$ cat src/rtl/man_frame_tx.sv
// man_frame_tx: ISO14443A PICC->PCD frame serializer feeding the Manchester encoder.
//
// Builds a frame from a valid/ready byte stream: SOF bit (1), then each byte
// LSB-first followed by its odd parity bit, then a guard gap with the encoder
// disabled. Every bit is held for ETU_CLKS clocks, and enable only toggles on
// ETU boundaries so the encoder's half-ETU timing stays aligned.
//
// Optional build macro: MAN_TX_CRC_EN appends CRC_A (init 0x6363, reflected
// poly 0x8408) as two extra parity-protected bytes, low byte first.
//
// Ports:
//   clk          in   clock (fc/16), rising edge
//   rst          in   synchronous reset, active-high
//   in_start     in   1-cycle frame start pulse, honoured only when idle
//   in_byte      in   data byte
//   in_valid     in   in_byte/in_last valid
//   in_last      in   current byte is the final data byte
//   in_ready     out  byte taken this cycle when in_valid & in_ready
//   out_enable   out  encoder enable, high for the modulated frame
//   out_data     out  encoder data bit, constant for an ETU
//   busy         out  frame in progress
//   done         out  1-cycle pulse, frame completed
//   err_underrun out  1-cycle pulse, frame aborted (no byte at a ready slot)
module man_frame_tx #(
    parameter int ETU_CLKS   = 8,   // clocks per bit, >= 2
    parameter int GUARD_ETUS = 1    // ETUs with enable low before done, >= 1
) (
    input  logic       clk,
    input  logic       rst,
    input  logic       in_start,
    input  logic [7:0] in_byte,
    input  logic       in_valid,
    input  logic       in_last,
    output logic       in_ready,
    output logic       out_enable,
    output logic       out_data,
    output logic       busy,
    output logic       done,
    output logic       err_underrun
);
    localparam int CW = (ETU_CLKS > 2) ? $clog2(ETU_CLKS) : 1;
    localparam int GW = (GUARD_ETUS > 2) ? $clog2(GUARD_ETUS) : 1;

    typedef enum logic [2:0] {IDLE, SOF, DATA, PAR, GUARD} state_e;

    state_e        state_q, state_d;
    logic [CW-1:0] cnt_q, cnt_d;
    logic [2:0]    bit_q, bit_d;
    logic [7:0]    byte_q, byte_d;
    logic          last_q, last_d;
    logic [GW-1:0] grd_q, grd_d;
    logic          done_q, done_d;
    logic          err_q, err_d;
    logic          etu_end;
`ifdef MAN_TX_CRC_EN
    logic [15:0]   crc_q, crc_d;
    logic [1:0]    crcph_q, crcph_d;  // 0: data bytes, 1: CRC low, 2: CRC high
    logic          crc_fb;
`endif

    assign etu_end = (cnt_q == CW'(ETU_CLKS - 1));

    // State register
    always_ff @(posedge clk) begin
        if (rst) begin
            state_q <= IDLE;
            cnt_q   <= '0;
            bit_q   <= '0;
            byte_q  <= '0;
            last_q  <= 1'b0;
            grd_q   <= '0;
            done_q  <= 1'b0;
            err_q   <= 1'b0;
`ifdef MAN_TX_CRC_EN
            crc_q   <= 16'h6363;
            crcph_q <= '0;
`endif
        end else begin
            state_q <= state_d;
            cnt_q   <= cnt_d;
            bit_q   <= bit_d;
            byte_q  <= byte_d;
            last_q  <= last_d;
            grd_q   <= grd_d;
            done_q  <= done_d;
            err_q   <= err_d;
`ifdef MAN_TX_CRC_EN
            crc_q   <= crc_d;
            crcph_q <= crcph_d;
`endif
        end
    end

    // Next-state logic. Every exit from a busy state happens at etu_end, so
    // the counter is already back at 0 whenever IDLE is re-entered.
    always_comb begin
        state_d = state_q;
        bit_d   = bit_q;
        byte_d  = byte_q;
        last_d  = last_q;
        grd_d   = grd_q;
        done_d  = 1'b0;
        err_d   = 1'b0;
        cnt_d   = (state_q == IDLE || etu_end) ? '0 : cnt_q + 1'b1;
`ifdef MAN_TX_CRC_EN
        crc_d   = crc_q;
        crcph_d = crcph_q;
        crc_fb  = crc_q[0] ^ byte_q[bit_q];
`endif
        case (state_q)
            IDLE: begin
                if (in_start) begin
                    state_d = SOF;
`ifdef MAN_TX_CRC_EN
                    crc_d   = 16'h6363;
                    crcph_d = '0;
`endif
                end
            end
            SOF: begin
                if (etu_end) begin
                    if (in_valid) begin
                        state_d = DATA;
                        byte_d  = in_byte;
                        last_d  = in_last;
                        bit_d   = '0;
                    end else begin
                        state_d = IDLE;
                        err_d   = 1'b1;
                    end
                end
            end
            DATA: begin
                if (etu_end) begin
`ifdef MAN_TX_CRC_EN
                    // CRC covers data bits only, not the appended CRC bytes
                    if (crcph_q == 2'd0)
                        crc_d = {1'b0, crc_q[15:1]} ^ (crc_fb ? 16'h8408 : 16'h0000);
`endif
                    bit_d = bit_q + 3'd1;
                    if (bit_q == 3'd7) state_d = PAR;
                end
            end
            PAR: begin
                if (etu_end) begin
                    if (!last_q) begin
                        if (in_valid) begin
                            state_d = DATA;
                            byte_d  = in_byte;
                            last_d  = in_last;
                            bit_d   = '0;
                        end else begin
                            state_d = IDLE;
                            err_d   = 1'b1;
                        end
                    end else begin
`ifdef MAN_TX_CRC_EN
                        // last_q stays set, so CRC bytes never raise in_ready
                        if (crcph_q == 2'd0) begin
                            state_d = DATA;
                            byte_d  = crc_q[7:0];
                            bit_d   = '0;
                            crcph_d = 2'd1;
                        end else if (crcph_q == 2'd1) begin
                            state_d = DATA;
                            byte_d  = crc_q[15:8];
                            bit_d   = '0;
                            crcph_d = 2'd2;
                        end else begin
                            state_d = GUARD;
                            grd_d   = '0;
                        end
`else
                        state_d = GUARD;
                        grd_d   = '0;
`endif
                    end
                end
            end
            GUARD: begin
                if (etu_end) begin
                    if (grd_q == GW'(GUARD_ETUS - 1)) begin
                        state_d = IDLE;
                        done_d  = 1'b1;
                    end else begin
                        grd_d = grd_q + 1'b1;
                    end
                end
            end
            default: state_d = IDLE;
        endcase
    end

    // Outputs decoded from registered state only
    always_comb begin
        out_enable   = 1'b0;
        out_data     = 1'b0;
        in_ready     = 1'b0;
        busy         = (state_q != IDLE);
        done         = done_q;
        err_underrun = err_q;
        case (state_q)
            SOF: begin
                out_enable = 1'b1;
                out_data   = 1'b1;
                in_ready   = etu_end;
            end
            DATA: begin
                out_enable = 1'b1;
                out_data   = byte_q[bit_q];
            end
            PAR: begin
                out_enable = 1'b1;
                out_data   = ~^byte_q;
                in_ready   = etu_end & ~last_q;
            end
            default: ;
        endcase
    end
endmodule

$ cat config.mk
export PLATFORM = sky130hd
export DESIGN_NAME = man_frame_tx
export DESIGN_NICKNAME = d
export VERILOG_FILES = /design/src/rtl/man_frame_tx.sv
export SDC_FILE = /design/constraint.sdc
export NUM_CORES = 1
export LEC_CHECK = 0
export ABC_AREA = 1
export CORE_AREA = 3 3 58 60
export DETAILED_ROUTE_END_ITERATION = 10
export DIE_AREA = 0 0 61 63
export DONT_BUFFER_PORTS = 1
export MAX_ROUTING_LAYER = met4
export PLACE_DENSITY = 0.58
export SYNTH_ARGS = -nofsm -noshare
export SYNTH_HDL_FRONTEND = slang
export SYNTH_SLANG_ARGS = --single-unit
$ cat constraint.sdc
create_clock -name clk -period 1.3 [get_ports clk]
set_clock_uncertainty 0.05 [all_clocks]
set_input_delay 0.13 -clock clk [delete_from_list [all_inputs] [get_ports clk]]
set_output_delay 0.13 -clock clk [all_outputs]
set_load 0.05 [all_outputs]
Word-level counts from Yosys, hierarchy flattened
Index checks and enable logic that the tools add are counted.

word-level totals
  output and inout port bits = 6
  flip-flop bits (word level) = 21
  word-level logic and storage cells = 90
  input bits = 13

cells by class
  equality and inequality tests = 16
  bitwise logic cells = 4
  muxes and demuxes = 43
  $add $sub $neg = 3
  reduce and logical (&&, ||, !) cells = 15
  order comparisons = 1

operators with widths
  operator             count
  $mux 3               13
  $mux 8               4
  $ne 2x2->1 const B   10
  $mux 1               16
  $pmux 8 s2           1
  $pmux 3 s5           1
  $reduce_and 4->1     3
  $eq 3x3->1 const B   3
  $pmux 3 s3           1
  $pmux 1 s2           4
  $reduce_xnor 8->1    1
  $reduce_and 7->1     1
  $add 3x1->3 const B  2
  $eq 3x2->1 const B   2
  $reduce_bool 3->1    2
  $reduce_or 3->1      2
  $reduce_and 5->1     1
  $lt 3x4->1 const B   1
  $reduce_bool 2->1    2
  $bmux 1 s3           1
  $eq 3x1->1 const B   1
  $logic_not 3->1      1
  $not 1->1            3
  $pmux 1 s3           1
  5 further kinds      5

Depth between registers and ports, before layout
Gate-level depths: netlist of the first run.

  depth in word-level cells = 4
  mapped depth = 9
  gate-level depth less buffers = 9

Worst setup path after synthesis of the first run
No wires, ideal clock.

  kind = register -> output
  start point = reg cnt_q[0]
  end point = out in_ready
  cell stages (with the launch flop) = 5
  data required time = 1120 ps
  arrival time = 1301 ps
  slack = -181 ps
  path buffers = 0
  cell sequence = dfxtp_1 ha_1 ha_1 nand2_1 nor2_1

between the ends
  cells in the longest elaborated chain, start to end = 3

RTL lines
  element                 line  RTL
  from (decl)             47    logic [CW-1:0] cnt_q, cnt_d;
  from (signal assigned)  80    cnt_q <= cnt_d;
  $eq 3x3->1 *            61    assign etu_end = (cnt_q == CW'(ETU_CLKS - 1));
  $and 1x1->1             215   in_ready = etu_end & ~last_q;
  $pmux 1 s2 *            202   case (state_q)
  to (decl)               34    output logic in_ready,

Every way passes the cells marked *; elsewhere a longest branch is shown, timed or not.

Final worst setup path of the first run
  start point = reg state_q[0]
  end point = out out_data

between the ends
  cells in the longest elaborated chain, start to end = 2
  elaborated cells between the ends (all ways) = 4
  those cells by class = 3 x eq/ne; 1 x mux

RTL lines
  element                                   line  RTL
  from (decl)                               46    state_e state_q, state_d;
  from (signal assigned)                    79    state_q <= state_d;
  $eq 3x2->1 or $eq 3x1->1 (tied branches)  202
  $pmux 1 s3 *                              202
  to (decl)                                 36    output logic out_data,

Marks and branches as above.

==> impl_metrics.csv, run 1 <==
group,metric,value,unit
sta,hold_viol_final,0,
final_layout,final_core_util,0.6676,
critical_path,r2r_cells,11,
logic_synthesis,mappedNetlistNets,202,
clock_network,clk_latency,0.32,ns
critical_path,endpoint_kind,"primary output",
logic_synthesis,synth_edf_count,0,
clock_network,cts_root_buf,"clkbuf_4",
floorplanning,core,2978,um^2
clock_network,cts_tree,"yes",
clock_network,clk_pin_slew,0.13,ns
routing,drc_errors,0,
placed_design,port_buffers,0,
placed_design,place_congestion,0.8257,
final_layout,n_antenna_cell,0,
routing,drtIter0Drc,27,
critical_path,worstPathArrival,1.42,ns
power,power.total,3093,uW
power,intPower,1808,uW
logic_synthesis,ys.flop_type,"dfxtp_1",
critical_path,rrSetupSlack,-0.22,ns
routing,ant_nets,0,
critical_path,cp-start-kind,"flip-flop",
sta,setup_slack,-0.2982,ns
logic_synthesis,synth.avg_cell_area,6.297,um^2
hold_path,hp-class,"in2reg",
critical_path,cp_cell_sequence,"buf_4 > nand2_1 > nor2_4 > nand3_2 > nand3_2 > buf_12",
power,leakage,0.0008538,uW
final_layout,syn2layout_area_growth,71.60,%
critical_path,path_class,"reg2out",
global_routing,overflow,0,
critical_path,cp_top_family,"flip-flops",
logic_synthesis,synth_most_common_cell,"nand2_1",
clock_network,cts_sinks,20,
critical_path,critical_path_required,1.12,ns
floorplanning,die_w,61,um
power,p_comb_frac,0.571,
clock_network,cts_max_level,1,
critical_path,crit_buf_inv,2,
critical_path,slowest_stage,"dfxtp_4",
routing,vias,1340,
logic_synthesis,ys_warn_count,0,
global_routing,grt_pass1_vias,1234,
hold_path,whs_endpoint,"state_q[1]$_SDFFE_PP0P_",
logic_synthesis,synth-seq-area-share,0.3456,
floorplanning,io_pins,19,
placed_design,place_hpwl,2164,um
logic_synthesis,async_reset_ff_frac,0,
critical_path,cp-startpoint,"state_q[0]$_SDFFE_PP0P_",
hold_path,hold_path_depth,4,
critical_path,crit_top_cell,"nand3_2",
critical_path,rr_endpoint,"state_q[2]$_SDFFE_PP0P_",
logic_synthesis,synthCells,184,
global_routing,grt_pass1_wl,5299,um
sta,worst_pin_slew,0.8282,ns
logic_synthesis,yosysTopAreaCellShare,0.3456,
logic_synthesis,ys_ff_latch,20,
routing,wl,3518,um
outcome,outcome,"finished, violations left",
logic_synthesis,synth_commonest_cells,"nand2_1, inv_1, dfxtp_1",
critical_path,r2r-start,"bit_q[0]$_SDFFE_PP0P_",
power,switching_share,0.4154,
clock_network,cts_made_buffers,3,
outcome,violations,"setup timing",
logic_synthesis,synth_cell_types,19,
global_routing,grt.total_usage,0.1842,
logic_synthesis,synth_area_leaders,"dfxtp_1, nand2_1, inv_1",
floorplanning,start_util,0.3891,
sta,rsz0062_at_grt,"true",
power,pwr_density_cell,1556,nW/um^2
final_layout,nNetsFinal,251,
sta,finalCritPeriodShare,1.229,
clock_network,clock_path_buffers,2,
routing,avgRoutedWirePerCell,13.28,um
logic_synthesis,syn_area,1159,um^2
floorplanning,die_y,63,um
routing,vias_per_cell,5.057,
sta,period_needed,1.598,ns
sta,setup_viol,20,
floorplanning,core.rowCount,20,
run,maxCapViolCount,0,
sta,slew_headroom,0.4473,
power,pwr-share-seq,0.259,
global_routing,grt_max_degree,17,
logic_synthesis,yosys.area.top_type,"dfxtp_1",
sta,drv_slew,0,
final_layout,drive_gt1_frac,0.5129,
sta,timing.fmax,0.6257,GHz
critical_path,cp_slowest_stage_delay,0.40,ns
routing,dr.pass1.iters,4,
floorplanning,dieArea,3843,um^2
power,p_switching,1285,uW
power,peakVddDrop,2.022,mV
hold_path,worstHoldStart,"in_valid",
critical_path,crit_fanout,4,
global_routing,antenna_found_initial,0,
power,clockPowerShare,0.170,
-- logic make-up (layout without fill, tap and decap cells) --
| group | Yosys count | count (layout) | synth area share |
|---|---|---|---|
| buffers and inverters | 28 | 76 | 0.09719 |
| AND/OR/NAND/NOR | 101 | 101 | 0.3693 |
| adder cells (fa/ha/maj) | 5 | 5 | 0.05400 |
| AO/OA/AOI/OAI | 30 | 30 | 0.1339 |
| flip-flops | 20 | 20 | 0.3456 |
-- registers in the layout, indices dropped and copies added (netlist names) --
signal and count:
bit_q 3, byte_q 8, cnt_q 3, done 1, err_underrun 1, last_q 1, state_q 3
-- layout make-up --
cell class	count	area [um^2]
Clock buffer	3	22.52
Clock inverter	1	30.03
Fill cell	227	989.7
Inverter	26	110.1
Multi-Input combinational cell	136	898.4
Sequential cell	20	426.7
Tap cell	33	41.29
Timing Repair Buffer	46	459.2
-- metal layers --
metal / part of all wire / track usage
met1: 0.39 / 0.2003
met2: 0.57 / 0.3275
met3: 0.023 / 0.02686
met4: 0.019 / 0.06504
met5: 0 / -
-- timing repair --
item                                   in CTS  in global routing
setup endpoints to repair                  19                 23
cloned                                      1                  0
pin swaps                                  20                 12
endpoints found under the hold margin      10                  0
gates resized for setup                    66                 42
hold buffers                                9                  0
setup buffers                               6                  8
-- stage by stage --
step	instance area [um^2]	hold slack (ns)	cells	setup slack (ns)	TNS [ns]
2_1_floorplan	1176	0.1491	184	-0.04566	-0.1713
3_3_place_gp	1413	0.1517	238	-0.09085	-0.6917
3_5_place_dp	1413	0.1538	238	-0.1628	-1.411
4_1_cts	1793	0.002084	258	-0.2957	-2.413
5_1_grt	1988	0.07340	265	-0.3710	-4.026
6_report	1988	0.04335	265	-0.2982	-2.581
-- worst register-to-register path: stages, from the launching register on --
cell and delay (ns):
dfxtp_2 0.35, buf_4 0.10, ha_2 0.15, ha_2 0.17
inv_2 0.03, nand3_2 0.06, nand2_2 0.06, buf_4 0.14
a21oi_4 0.14, nand2_1 0.07, nand2_1 0.06, nor2_1 0.05
-- power groups by stage --
| stage | Sequential, uW | Combinational (uW) | Clock [uW] |
|---|---|---|---|
| after floorplan | 746 | 695 | 0 |
| after global placement | 746 | 1210 | 0 |
| after detailed placement | 752 | 1200 | 0 |
| after CTS | 791 | 1480 | 536 |
| after global routing | 814 | 1890 | 555 |
| final | 800 | 1770 | 527 |
-- layout by cell type (no fill, tap or decap), types with 3 or more instances in the layout --
| master | count |
|---|---|
| a21oi_1 | 9 |
| a21oi_2 | 3 |
| buf_12 | 3 |
| buf_4 | 26 |
| buf_6 | 5 |
| clkbuf_4 | 3 |
| dfxtp_1 | 5 |
| dfxtp_2 | 12 |
| dfxtp_4 | 3 |
| dlygate4sd3_1 | 9 |
| ha_4 | 3 |
| inv_1 | 9 |
| inv_2 | 14 |
| nand2_1 | 53 |
| nand2_2 | 8 |
| nand3_1 | 12 |
| nand3_2 | 3 |
| nor2_1 | 11 |
| nor2_4 | 4 |
| o21ai_2 | 11 |
-- worst max path at each step --
| stage | slack (ns) | cells past startpoint | end |
|---|---|---|---|
| 2_1_floorplan | -0.05 | 7 | bit_q[0]$_SDFFE_PP0P_ |
| 3_3_place_gp | -0.09 | 7 | bit_q[0]$_SDFFE_PP0P_ |
| 3_5_place_dp | -0.16 | 7 | bit_q[1]$_SDFFE_PP0P_ |
| 4_1_cts | -0.30 | 9 | out_data |
| 5_1_grt | -0.37 | 6 | out_data |
| 6_report | -0.30 | 6 | out_data |
No activity file was read; power rests on OpenSTA's default activity.
==> inputs of run 2 (changes only) <==
==> constraint.sdc (replaced) <==
create_clock -name clk -period 1.3 [get_ports clk]
set_clock_uncertainty 0.05 [all_clocks]
set_input_delay 0.26 -clock clk [delete_from_list [all_inputs] [get_ports clk]]
set_output_delay 0.26 -clock clk [all_outputs]
set_load 0.05 [all_outputs]
==> impl_metrics.csv, run 2 (synthesis gave the netlist of run 1 again) <==
group,metric,value,unit
outcome,outcome,"finished, violations left",
outcome,violations,"setup timing",
routing,drc_errors,0,
sta,period_needed,1.663,ns
run,maxCapViolCount,0,
clock_network,clk_pin_slew,0.12,ns
global_routing,grt.total_usage,0.1955,
floorplanning,io_pins,19,
global_routing,grt_max_degree,17,
sta,setup_viol,22,
routing,vias_per_cell,5.136,
placed_design,place_hpwl,2294,um
critical_path,endpoint_kind,"primary output",
sta,hold_viol_final,0,
sta,slew_headroom,0.6713,
critical_path,cp-start-kind,"flip-flop",
sta,worst_pin_slew,0.4923,ns
power,peakVddDrop,1.748,mV
sta,setup_slack,-0.3630,ns
critical_path,cp-startpoint,"bit_q[0]$_SDFFE_PP0P_",
routing,avgRoutedWirePerCell,14.13,um
clock_network,cts_tree,"yes",
sta,rsz0062_at_grt,"true",
final_layout,fin_area,1991,um^2
floorplanning,die_w,61,um
placed_design,place_area,1469,um^2
clock_network,cts_max_level,1,
final_layout,final_cell_mix,"nand2_1, nand2_2, buf_4",
floorplanning,start_util,0.3891,
routing,drtIter0Drc,37,
clock_network,clock_path_buffers,2,
placed_design,place_congestion,0.8215,
routing,dr.pass1.iters,4,
critical_path,rr_endpoint,"bit_q[0]$_SDFFE_PP0P_",
floorplanning,dieArea,3843,um^2
floorplanning,die_y,63,um
power,pwr_density_cell,1451,nW/um^2
clock_network,clk_latency,0.31,ns
routing,vias,1320,
critical_path,r2r-start,"cnt_q[0]$_SDFF_PP0_",
final_layout,n_antenna_cell,0,
final_layout,drive_gt1_frac,0.6027,
routing,wl,3631,um
critical_path,critical_path_required,0.99,ns
critical_path,r2r_cells,8,
hold_path,hp-class,"in2reg",
power,power.total,2889,uW
floorplanning,core,2978,um^2
global_routing,grt_pass1_wl,5568,um
sta,timing.fmax,0.6013,GHz
clock_network,cts_made_buffers,3,
final_layout,layout_commonest_cell,"nand2_1",
routing,ant_nets,0,
critical_path,path_class,"reg2out",
sta,finalCritPeriodShare,1.279,
final_layout,largest_reg_flops,8,
final_layout,nNetsFinal,243,
sta,drv_slew,0,
final_layout,regMostFlops,"byte_q",
final_layout,syn2layout_area_growth,71.81,%
critical_path,crit_fanout,4,
placed_design,dp.cells,240,
critical_path,worstPathArrival,1.35,ns
global_routing,antenna_found_initial,0,
critical_path,critPathCapture,"out_data",
clock_network,cts_root_buf,"clkbuf_4",
placed_design,port_buffers,0,
clock_network,cts_sinks,20,
global_routing,grt_pass1_vias,1323,
global_routing,overflow,0,
floorplanning,core.rowCount,20,
critical_path,rrSetupSlack,-0.18,ns
final_layout,fin_cells,257,
power,leakage,0.0008220,uW
## run 2: cell types whose count changed in the layout (fill, tap and decap cells not counted), sizes merged
| cell | previous run | this run |
|---|---|---|
| dlygate4sd3 | 9 | 1 |
| bufinv | 1 | 0 |
| clkbuf | 3 | 4 |
| clkinvlp | 0 | 1 |
| inv | 26 | 25 |
## run 2: timing repair
item	4_1_cts	5_1_grt
setup endpoints to repair	19	23
endpoints found under the hold margin	2	0
buffers inserted	5	6
hold buffers	1	0
gates resized for setup	67	58
pin swaps	20	31
cloned	1	0
## run 2: cell type report
class                      count  area (um^2)
fill                         251        987.2
sequential                    20        432.9
inverter                      26        113.9
timing repair buffer          38        395.4
clock buffer                   4        36.28
multi-input combinational    136        970.9
tap                           33        41.29
## run 2: where the power goes
group	total, uW	internal, uW	leakage (uW)	switching, uW
Combinational	1710	740	0.000631	970
Sequential	807	691	0.000170	116
Clock	372	171	0.0000210	201
## run 2: through the flow
stage	utilization	setup slack [ns]	setup TNS [ns]	hold slack, ns
after global routing	0.6685	-0.4763	-4.764	0.05672
after CTS	0.5857	-0.3468	-2.624	0.06090
after detailed placement	0.4933	-0.1006	-0.9005	0.2894
after global placement	0.4933	-0.05529	-0.3161	0.2814
final	0.6685	-0.3630	-3.328	0.05734
after floorplan	-	-0.02518	-0.02872	0.2791
## run 2: layer usage
layer,vias to the layer above,global-route usage,share of wire
met5,-,-,0
met4,0,0.05962,0.018
met3,11,0.04545,0.036
met2,25,0.3636,0.56
met1,621,0.1917,0.38
li1,663,-,-
## run 2: critical path, stage by stage (launching register included)
cell and delay [ns]:
dfxtp_4 0.39, buf_6 0.11, nand2_1 0.05, nand3_1 0.08
nand3_1 0.08, nand3b_1 0.15, nand3_4 0.19
## run 2: worst min path at each step
stage / cells after the start / endpoint / startpoint / slack, ns
final: 2 / byte_q[0]$_SDFFE_PP0P_ / in_byte[0] / 0.06
after global routing: 2 / byte_q[0]$_SDFFE_PP0P_ / in_byte[0] / 0.06
after CTS: 2 / byte_q[0]$_SDFFE_PP0P_ / in_byte[0] / 0.06
after detailed placement: 1 / state_q[1]$_SDFFE_PP0P_ / rst / 0.29
after global placement: 1 / state_q[1]$_SDFFE_PP0P_ / rst / 0.28
after floorplan: 1 / state_q[1]$_SDFFE_PP0P_ / rst / 0.28
==> patch (settings of run 1) <==
Put a register stage on the output `err_underrun`. The value now appears one clock later. The other outputs are not delayed to match. Comments in the files are not updated.
--- a/src/rtl/man_frame_tx.sv
+++ b/src/rtl/man_frame_tx.sv
@@ -43,6 +43,8 @@
 
     typedef enum logic [2:0] {IDLE, SOF, DATA, PAR, GUARD} state_e;
 
+    logic err_underrun_d;
+
     state_e        state_q, state_d;
     logic [CW-1:0] cnt_q, cnt_d;
     logic [2:0]    bit_q, bit_d;
@@ -198,7 +200,7 @@
         in_ready     = 1'b0;
         busy         = (state_q != IDLE);
         done         = done_q;
-        err_underrun = err_q;
+        err_underrun_d = err_q;
         case (state_q)
             SOF: begin
                 out_enable = 1'b1;
@@ -217,5 +219,9 @@
             default: ;
         endcase
     end
+    always_ff @(posedge clk) begin
+        err_underrun <= err_underrun_d;
+    end
+
 endmodule
 
Function: changed (Yosys sat finds a counterexample within 10 cycles, from zero or initial values and one cycle with rst high).
==> patch against run 1 <==
The flow still finishes with violations (setup timing); power fell by 6.9%; wire length down 9.5%; synthesized area rose by 4.2%; hold slack lost 0.023 ns; design area down 10%; highest routed layer unchanged; combinational power down 4%; first-iteration DRC count grew 48%; sequential cell count rose by 1; worst setup slack better by 0.058 ns; register-to-register slack better by 0.12 ns; critical path type unchanged; clock power decreased by 40%.
==> patch: results <==
set metrics [dict create \
    status "finished, violations left" \
    violations "setup timing" \
    crit_path_end "out_data" \
    synthesis.nets 200 \
    wirelength_um 3184 \
    worstPathArrival_ns 1.36 \
    hold_ws_ns 0.02030 \
    critical_path.top_delay_family "simple AND/OR/NAND/NOR gates" \
    r2r-start "cnt_q[0]" \
    grt_pass1_vias 1207 \
    ys_top_cells_by_area "dfxtp_1 35%, nand2_1 20%, inv_1 7.5%" \
    fin_setup_tns_ns -1.589 \
    crit_path_start "bit_q[0]" \
    gp_congestion 0.8678 \
    synth_cell_types 24 \
    clk_latency_ns 0.30 \
    slowest_stage "dfxtp_4" \
    setup_ws_ns -0.2407 \
    ir_worst_vdd_mv 2.061 \
    routed_via_density 5.101 \
    yosys_warnings 0 \
    seq_area_frac_synth_pct 34.82 \
    fin_nets 234 \
    synth_area_um2 1207 \
    drive_gt1_share_pct 45.12 \
    numCtsBuffers 3 \
    root_buffer "clkbuf_4" \
    async_flop_share_pct 0 \
    critPathMaxFanout 4 \
    io_buffers 0 \
    setup_violations 19 \
    cp_slowest_stage_delay_ns 0.38 \
    dp_hpwl_um 2074 \
    r2r_cells 6 \
    dr.first_iter.drc_count 40 \
    clkSlewWorstSetupHoldPaths_ns 0.12 \
    r2r_end "byte_q[2]" \
    largest_reg_flops 8 \
    clockBufferDepth 2 \
    grt_pass1_wl_um 4995 \
    slew_headroom_pct 68.26 \
    antenna_cells 0 \
    grt_usage_pct 17.18 \
    synth_top_cells_by_count "64 x nand2_1, 24 x inv_1, 21 x dfxtp_1, 13 x a21oi_1, 13 x nor2_1" \
    r2r_slack_ns -0.10 \
    power.leakage_nw 0.7619 \
    grt_max_degree 16 \
    h-tree-depth 1 \
    dp_worst_setup_slack_ns -0.06557 \
    drtPass1Iterations 4 \
]
## patch: changes by cell type in the layout (fill, tap and decap cells not counted), sizes merged, moves of 3 or more
cell   delta
nand3     -4
buf      -18
nor2      -3
nand2     +3
## patch: layout make-up
class                           instances  area (um^2)
Multi-Input combinational cell        134        867.1
Fill cell                             257         1190
Inverter                               26        111.4
Sequential cell                        21        446.7
Tap cell                               33        41.29
Clock buffer                            4        26.28
Timing Repair Buffer                   30        295.3
## patch: routing by layer
| layer | wire, um | vias to the layer above | global-route usage [%] |
|---|---|---|---|
| li1 | - | 651 | - |
| met1 | 1340 | 576 | 19.30 |
| met5 | 0 | - | - |
| met3 | 149 | 6 | 3.306 |
| met2 | 1654 | 32 | 29.41 |
| met4 | 39 | 0 | 5.962 |
## patch: kinds of logic (layout without fill, tap and decap cells)
logic type / count (synthesis) / count (layout) / share of synthesized area (%)
adder cells (fa/ha/maj): 5 / 5 / 5.181
flip-flops: 21 / 21 / 34.82
AO/OA/AOI/OAI: 28 / 28 / 13.16
AND/OR/NAND/NOR: 100 / 101 / 36.79
buffers and inverters: 28 / 60 / 10.05
## patch: where the power goes
group | total, W | internal, W | switching [W]
Sequential | 0.000865 | 0.000740 | 0.000124
Clock | 0.000316 | 0.000119 | 0.000196
Combinational | 0.00170 | 0.000680 | 0.00102
## patch: stage by stage
stage / std cells / cell area [um^2]
2_1_floorplan: 182 / 1235
3_3_place_gp: 222 / 1338
3_5_place_dp: 222 / 1338
4_1_cts: 242 / 1629
5_1_grt: 248 / 1788
6_report: 248 / 1788
## patch: repair_timing
item,4_1_cts,5_1_grt
buffers inserted,5,5
hold buffers,11,0
gates resized for setup,56,30
gates cloned,0,1
setup endpoints to repair,19,20
pin swaps,19,18
endpoints found under the hold margin,13,0
## patch: worst min path at each step
stage | startpoint | depth (start not counted) | to
6_report | in_valid | 2 | byte_q[4]
5_1_grt | in_valid | 2 | byte_q[4]
2_1_floorplan | rst | 1 | bit_q[1]
3_3_place_gp | rst | 1 | bit_q[1]
4_1_cts | rst | 3 | state_q[0]
3_5_place_dp | rst | 1 | bit_q[2]
